File: config.mk
export PLATFORM = sky130hd
export DESIGN_NAME = pixel_reducer
export DESIGN_NICKNAME = d
export VERILOG_FILES = /design/src/rtl/pixel_reducer_pkg.sv /design/src/rtl/pix_pair_accum.sv /design/src/rtl/pixel_reducer.sv
export SDC_FILE = /design/constraint.sdc
export NUM_CORES = 1
export LEC_CHECK = 0
export BUFFER_PORTS_ARGS = -buffer_cell sky130_fd_sc_hd__buf_2
export CORE_MARGIN = 2
export CORE_UTILIZATION = 25
export DETAILED_ROUTE_END_ITERATION = 8
export PLACE_DENSITY = 0.41
export SETUP_SLACK_MARGIN = 0.3
export SLEW_MARGIN = 10
export SYNTH_ARGS = -nofsm -noshare
export SYNTH_HDL_FRONTEND = slang
export SYNTH_SLANG_ARGS = --single-unit
File: constraint.sdc
create_clock -name clk -period 1.9 [get_ports clk]
set_clock_uncertainty 0.15 [all_clocks]
set_input_delay 0.19 -clock clk [delete_from_list [all_inputs] [get_ports clk]]
set_output_delay 0.19 -clock clk [all_outputs]
set_load 0.005 [all_outputs]
File: src/rtl/pixel_reducer_pkg.sv
// rtl/pixel_reducer_pkg.sv - shared widths, FSM state codes and sample quantiser
package pixel_reducer_pkg;

    localparam int PIX_W_DEF  = 8;
    localparam int DATA_W_DEF = 4;
    localparam int DEPTH_DEF  = 32;
    localparam int ADDR_W_DEF = $clog2(DEPTH_DEF);

    typedef logic [1:0] state_t;

    localparam state_t ST_IDLE  = 2'd0;
    localparam state_t ST_ARMED = 2'd1;
    localparam state_t ST_ACCUM = 2'd2;
    localparam state_t ST_HOLD  = 2'd3;

    // Keep the top DATA_W bits of the pair sum, i.e. the truncated average.
    function automatic logic [DATA_W_DEF-1:0] quantise(input logic [PIX_W_DEF:0] sum);
        return DATA_W_DEF'(sum >> (PIX_W_DEF + 1 - DATA_W_DEF));
    endfunction

endpackage

File: src/rtl/pix_pair_accum.sv
// rtl/pix_pair_accum.sv - holds the first pixel of a pair and presents the pair sum
module pix_pair_accum #(
    parameter int PIX_W = 8
) (
    input  logic             clk,
    input  logic             rst_n,
    input  logic             clear,
    input  logic             drop,
    input  logic             in_valid,
    input  logic [PIX_W-1:0] in_data,
    output logic [PIX_W:0]   sum,
    output logic             sum_valid
);

    logic [PIX_W-1:0] held;
    logic             have;

    assign sum       = {1'b0, held} + {1'b0, in_data};
    assign sum_valid = in_valid && have && !clear && !drop;

    // clear restarts pairing with the same-cycle pixel as first; drop discards everything
    always_ff @(posedge clk or negedge rst_n) begin
        if (!rst_n) begin
            held <= '0;
            have <= 1'b0;
        end else if (drop) begin
            have <= 1'b0;
        end else if (clear) begin
            have <= in_valid;
            held <= in_data;
        end else if (in_valid) begin
            if (have) begin
                have <= 1'b0;
            end else begin
                have <= 1'b1;
                held <= in_data;
            end
        end
    end

endmodule

File: src/rtl/pixel_reducer.sv
// rtl/pixel_reducer.sv - pixel-pair averaging line capture into a 32x4 line RAM
module pixel_reducer
    import pixel_reducer_pkg::*;
#(
    parameter int PIX_W  = PIX_W_DEF,
    parameter int DATA_W = DATA_W_DEF,
    parameter int DEPTH  = DEPTH_DEF,
    parameter int DECIM  = 2,
    localparam int ADDR_W = $clog2(DEPTH)
) (
    input  logic              clk,
    input  logic              rst_n,
    input  logic              vsync,
    input  logic              href,
    input  logic              pix_valid,
    input  logic [PIX_W-1:0]  pix_data,
    input  logic              line_ack,
    output logic [ADDR_W-1:0] mem_addr,
    output logic [DATA_W-1:0] mem_din,
    output logic              mem_wr,
    output logic              line_done,
    output logic [ADDR_W:0]   line_len,
    output logic              overflow
);

    if (DECIM != 2) begin : g_decim_check
        $error("pixel_reducer supports DECIM=2 only");
    end

    localparam logic [ADDR_W:0] LAST_SLOT = (ADDR_W+1)'(DEPTH - 1);

    state_t          state;
    logic [ADDR_W:0] slot;
    logic            done_pend;
    logic            accept;
    logic            pair_clear;
    logic            pair_drop;
    logic [PIX_W:0]  pair_sum;
    logic            pair_valid;

    assign accept     = href && pix_valid && !vsync &&
                        (state == ST_ACCUM || state == ST_ARMED);
    assign pair_clear = (state == ST_ARMED) && href && !vsync;
    assign pair_drop  = vsync || (state == ST_ACCUM && !href);

    pix_pair_accum #(.PIX_W(PIX_W)) u_pair (
        .clk      (clk),
        .rst_n    (rst_n),
        .clear    (pair_clear),
        .drop     (pair_drop),
        .in_valid (accept),
        .in_data  (pix_data),
        .sum      (pair_sum),
        .sum_valid(pair_valid)
    );

    always_ff @(posedge clk or negedge rst_n) begin
        if (!rst_n) begin
            state     <= ST_IDLE;
            slot      <= '0;
            done_pend <= 1'b0;
            mem_addr  <= '0;
            mem_din   <= '0;
            mem_wr    <= 1'b0;
            line_done <= 1'b0;
            line_len  <= '0;
            overflow  <= 1'b0;
        end else begin
            mem_wr    <= 1'b0;
            line_done <= done_pend;
            done_pend <= 1'b0;
            if (state == ST_HOLD && href && pix_valid) begin
                overflow <= 1'b1;
            end
            if (vsync && state != ST_IDLE) begin
                state <= ST_ARMED;
                slot  <= '0;
            end else begin
                case (state)
                    ST_IDLE: begin
                        if (vsync) state <= ST_ARMED;
                    end
                    ST_ARMED: begin
                        if (href) begin
                            state <= ST_ACCUM;
                            slot  <= '0;
                        end
                    end
                    ST_ACCUM: begin
                        if (!href) begin
                            state     <= ST_HOLD;
                            line_done <= 1'b1;
                            line_len  <= slot;
                        end else if (pair_valid) begin
                            mem_wr   <= 1'b1;
                            mem_addr <= slot[ADDR_W-1:0];
                            mem_din  <= quantise(pair_sum);
                            slot     <= slot + 1'b1;
                            // A full line hands over once the final write is visible
                            if (slot == LAST_SLOT) begin
                                state     <= ST_HOLD;
                                done_pend <= 1'b1;
                                line_len  <= slot + 1'b1;
                            end
                        end
                    end
                    default: begin
                        if (line_ack) state <= ST_ARMED;
                    end
                endcase
            end
        end
    end

endmodule

* Word level (Yosys, flattened, before mapping)
Cells that the tools add are included.
** Cells by class
- Add/sub/neg operators :: 2
- Reduce and logical (&&, ||, !) cells :: 29
- Equal/unequal tests :: 13
- Mux-type cells :: 35
- Bitwise operators :: 2
** Operator list (number)
- 2-to-1 mux 6 bit :: 7
- 2-to-1 mux 8 bit :: 3
- 2-to-1 mux 1 bit :: 16
- 2-to-1 mux 2 bit :: 7
- logical AND 1 bit :: 12
- case mux 6 bit (2 select lines) :: 1
- AND reduction 4 bit :: 3
- adder 8 x 8 -> 9 bit :: 1
- != test 3 x 2 -> 1 bit (second input constant) :: 3
- adder 6 x 1 -> 6 bit (second input constant) :: 1
- == test 6 x 5 -> 1 bit (second input constant) :: 1
- != test 2 x 1 -> 1 bit (second input constant) :: 3
- case mux 2 bit (3 select lines) :: 1
- nonzero test 3 bit :: 2
- AND reduction 5 bit :: 1
- nonzero test 5 bit :: 1
- == test 2 bit (second input constant) :: 2
- logical NOT 1 bit :: 4
- != test 4 x 2 -> 1 bit (second input constant) :: 1
- != test 4 x 3 -> 1 bit (second input constant) :: 1
- nonzero test 2 bit :: 2
- != test 3 bit (second input constant) :: 1
- AND reduction 3 bit :: 1
- == test 2 x 1 -> 1 bit (second input constant) :: 1
- other kinds (3) :: 5
** Word-level totals
- Input bits :: 14
- Register bits after elaboration :: 36
- Logic and storage cells :: 92

* Longest topological paths before layout
- Word-level depth :: 10
- Gate-level depth with buffers :: 8

* Modules after synthesis
From an unflattened synthesis, not the netlist that was laid out.
** Unflattened totals
- Cells, all modules :: 207
- Area total of the unflattened synthesis :: 2048.2 µm²
** Modules (own cells, without submodules)
- pixel_reducer :: sequential area each 675.6 µm², area an instance 1368.8 µm², instances 1, cells each 141
- pix_pair_accum :: sequential area each 225.2 µm², area an instance 679.4 µm², instances 1, cells each 66

* Worst setup path after synthesis
Ideal clock, no wire load.
- Path type :: reg2reg
- Start :: reg state[0]
- End :: reg state[0]
- Path buffers :: 0
- Data arrival time :: 1.783 ns
- Path slack :: -0.158 ns
- Cell stages (with the launch flop) :: 8
- Cells stage by stage :: dfrtp_1 > inv_1 > ha_1 > and4b_2 > nand4_2 > nand2_2 > o221ai_2 > mux2_4
** On the way
- Word-level cells in the longest chain between the ends :: 8
- Elaborated cells on any way between the ends :: 24
** Ends and longest elaborated chain
- start, declared :: line pixel_reducer.sv:32 : state_t state;
- start signal, assigned :: line pixel_reducer.sv:59 : state <= ST_IDLE;
- start signal, assigned :: line pixel_reducer.sv:76 : state <= ST_ARMED;
- start signal, assigned :: line pixel_reducer.sv:81 : if (vsync) state <= ST_ARMED;
- == test 2 bit / == test 2 x 1 -> 1 bit (equally long branches)
- logical OR 1 bit / logical AND 1 bit (equally long branches) :: line pixel_reducer.sv:42, pixel_reducer.sv:43
- logical AND 1 bit (on tied branches) :: line pixel_reducer.sv:41, pixel_reducer.sv:43
- logical AND 1 bit / logical NOT 1 bit (equally long branches) :: line pix_pair_accum.sv:19 : assign sum_valid = in_valid && have && !clear && !drop;
- logical AND 1 bit (2 in series) :: line pix_pair_accum.sv:19
- != test 4 x 3 -> 1 bit (no source line)
- AND reduction 5 bit (no source line)
Parallel ways exist; a longest one is shown, timed or not.
A chain may end at the register's enable or synchronous reset.

* Final worst setup path
Ends and elaborated chain as after synthesis.

==> flow_metrics.env <==
export IMPL_status="finished, violations left"
export IMPL_violations="negative setup slack"
export IMPL_netlist_top_cell_by_area="dfrtp_1"
export IMPL_cp_end_kind="register"
export IMPL_synth_xor_area_share_pct=2.749
export IMPL_synth_compound_area_share_pct=12.30
export IMPL_p_per_area_mw_per_mm2=1089
export IMPL_num_rows=31
export IMPL_top_layer_used="met4"
export IMPL_final_antenna_net_count=0
export IMPL_peakVddDrop_mv=0.3574
export IMPL_crit_path_max_incr_delay_ns=0.42
export IMPL_routedWlPerCell_um=13.35
export IMPL_yosysSeqAreaShare_pct=47.12
export IMPL_timing_final_ws_setup_ns=-0.05999
export IMPL_yosys_warnings=0
export IMPL_hp_class="input port to register"
export IMPL_fill_cells=734
export IMPL_grt_pass1_wl_um=7590
export IMPL_clk_latency_ns=0.29
export IMPL_clockBufferDepth=2
export IMPL_synthMuxAreaShare_pct=9.751
export IMPL_finalWirelength_um=4714
export IMPL_cts_max_level=2
export IMPL_synth_edf_count=0
export IMPL_syn_area_mm2=0.001912
export IMPL_grt_ovfl_total=0
export IMPL_cp_slowest_cell="dfrtp_2"
export IMPL_path_class="register to register"
export IMPL_hold_viol=0
export IMPL_avgViaCountPerCell=4.439
export IMPL_placed_area_mm2=0.002464
export IMPL_grt_setup_unrepaired="yes"
export IMPL_wl_met3_um=119
export IMPL_p_leak_nw=1.459
export IMPL_syn_inst=179
export IMPL_min_period_ns=1.960
export IMPL_fin_setup_tns_ns=-0.3167
export IMPL_dp_hpwl_um=3239
export IMPL_yosys_area_share_adder_pct=8.508
export IMPL_drc=0
export IMPL_core_area_mm2=0.007331
export IMPL_grt_start_max_net_pins=20
export IMPL_synth_top_area_share_pct=47.12
export IMPL_cp_cell_sequence="inv_2, ha_4, and4b_2, nand4_4, nand2_4, o221ai_4, mux2_4"
export IMPL_root_buffer="clkbuf_8"
export IMPL_switching_share_pct=33.67
export IMPL_fin_nets=280
export IMPL_grt_use_total_pct=11.57
export IMPL_p_int_mw=2.109
export IMPL_gp_congestion=0.7360
export IMPL_cts_sinks=36
export IMPL_max_freq_mhz=510.2
export IMPL_syn_avg_cell_area_um2=10.68
export IMPL_combPwrFrac_pct=46.8
export IMPL_firstDrtPassIters=4
export IMPL_synth_ff_type="dfrtp_1"
export IMPL_switchingPower_mw=1.071
export IMPL_final_area_mm2=0.002919
export IMPL_drt_initial_drc_count=49
export IMPL_tightestPinTransition_ns=0.4590
export IMPL_syn_to_final_growth_pct=52.68
export IMPL_power_frac_seq_pct=31.8
export IMPL_syn_nets=206
export IMPL_synth_simple_area_share_pct=16.95
export IMPL_drv_cap=0
export IMPL_fp_dieH_um=91.45
export IMPL_antenna_found_initial=0
export IMPL_m1WireLength_um=2310
export IMPL_io_buffer_count=31
export IMPL_n_antenna_cell=0
export IMPL_p_clk_share_pct=21.4
export IMPL_synth_area_leaders="dfrtp_1 47%, ha_1 8.5%, nand2_1 6.1%"
export IMPL_cp_start_kind="register"
export IMPL_clk_pin_slew_ns=0.08
export IMPL_wl_met2_um=2220
export IMPL_required_ns=1.93
export IMPL_synth_commonest_cells="36 x dfrtp_1, 31 x nand2_1, 13 x ha_1"
export IMPL_cts_tree="built"
export IMPL_finalCritPeriodShare_pct=103.2
export IMPL_path_max_fanout=3
export IMPL_synth_distinct_cells=45
export IMPL_die_x_um=91.45
export IMPL_synth_most_common_cell="dfrtp_1"
export IMPL_ys_ff_latch=36
export IMPL_cts_buffers_inserted=5
export IMPL_synth_top_family_by_area="simple AND/OR/NAND/NOR gates"
export IMPL_start_util_pct=26.08
export IMPL_setup_viol=8
export IMPL_layout_drive_gt1_share_pct=50.79
export IMPL_async_reset_ff_share_pct=100.0
export IMPL_dieArea_mm2=0.008363
export IMPL_relSlewSlack_pct=69.40
export IMPL_io_pin_count=32
export IMPL_grt_pass1_vias=1586
export IMPL_slew_viol_final=0
export IMPL_dr_total_vias=1567
export IMPL_arrival_ns=1.99
## cell type report
class / instances / area [µm²] / area share [%]
Multi-Input combinational cell: 133 / 1209 / 41.41
Sequential cell: 36 / 902.1 / 30.90
Timing Repair Buffer: 71 / 548.0 / 18.77
Tap cell: 99 / 123.9 / 4.243
Clock buffer: 6 / 72.57 / 2.486
Clock inverter: 2 / 35.03 / 1.200
Inverter: 5 / 23.77 / 0.8144
Timing Repair inverter: 1 / 5.005 / 0.1715
## layer usage
metal	global-route usage, %	up-vias
li1	-	788
met1	15.75	744
met2	17.83	27
met3	2.739	8
met4	4.167	0
met5	0	-
## sequential cells by signal, indices dropped and copies added, names as in the netlist
name / flops
slot: 6
state: 2
u_pair.have: 1
mem_addr: 5
overflow: 1
done_pend: 1
u_pair.held: 8
line_done: 1
line_len: 6
mem_wr: 1
mem_din: 4
## cell families after synthesis
logic type	after synthesis
xor gates and xnor gates	6
and+or+nand+nor	63
buffers and inverters	10
DFF	36
muxes	15
adders and majority gates	13
AOI/OAI and AO/OA	36
## metrics by stage
step	worst slack (ns)	util (%)	hold WS [ns]	power (mW)	std cells
2_1_floorplan	-0.02943	-	-0.2556	1.816	179
5_1_grt	-0.1401	39.82	0.001835	3.412	353
3_5_place_dp	-0.06688	33.61	0.02477	2.262	331
3_3_place_gp	-0.04148	33.61	0.02228	2.257	331
6_report	-0.05999	39.82	0.007940	3.180	353
4_1_cts	-0.05704	36.68	0.0007932	3.030	348
## placed cells by master, fill, tap and decap left out, drive strengths merged, types with 2 or more instances in the layout
cell         instances
clkbuf               6
inv                  4
a21oi                4
nand3                3
nor2                 9
o21ai               16
buf                 64
nand2               32
xor2                 3
a31oi                2
nor2b                2
a21o                 4
mux2                14
xnor2                3
clkinv               3
nand4                6
a22oi                2
and2b                2
and3                 2
dlygate4sd3          7
dfrtp               36
nor3                 2
ha                  13
## worst paths after layout
| check | start | cells after the start | slack [ns] | endpoint |
|---|---|---|---|---|
| worst max-delay path | state[0]$_DFFE_PN0P_ | 7 | -0.06 | state[0]$_DFFE_PN0P_ |
| min in group asynchronous | rst_n | 2 | 0.23 | line_len[2]$_DFFE_PN0P_ |
| max in group asynchronous | rst_n | 3 | 0.90 | u_pair.held[0]$_DFFE_PN0P_ |
| worst max register to register | state[0]$_DFFE_PN0P_ | 7 | -0.06 | state[0]$_DFFE_PN0P_ |
| worst min register to register | done_pend$_DFF_PN0_ | 1 | 0.31 | line_done$_DFF_PN0_ |
| worst min-delay path | pix_data[1] | 2 | 0.008 | u_pair.held[1]$_DFFE_PN0P_ |
## what timing repair did
action,CTS,global route
hold buffers,7,0
cloned,0,1
setup endpoints to repair,34,35
setup buffers,2,4
pin swaps,2,25
gates resized for setup,8,53
hold endpoints to repair,23,0
## power groups by stage
stage	Clock (mW)	Sequential (mW)	Combinational [mW]
after floorplan	0	1.01	0.803
after global placement	0	1.02	1.24
after detailed placement	0	1.02	1.24
after CTS	0.705	1.01	1.32
after global routing	0.743	1.03	1.64
final	0.680	1.01	1.49
## critical path: cells and delay by family, from the launching register on
family | cells | cell delay, ns
compound gates | 1 | 0.12
fa+ha+maj | 1 | 0.25
buf+inv | 1 | 0.07
flops | 1 | 0.42
mux | 1 | 0.31
simple gates | 3 | 0.53
No activity file was read; power rests on OpenSTA's default activity.
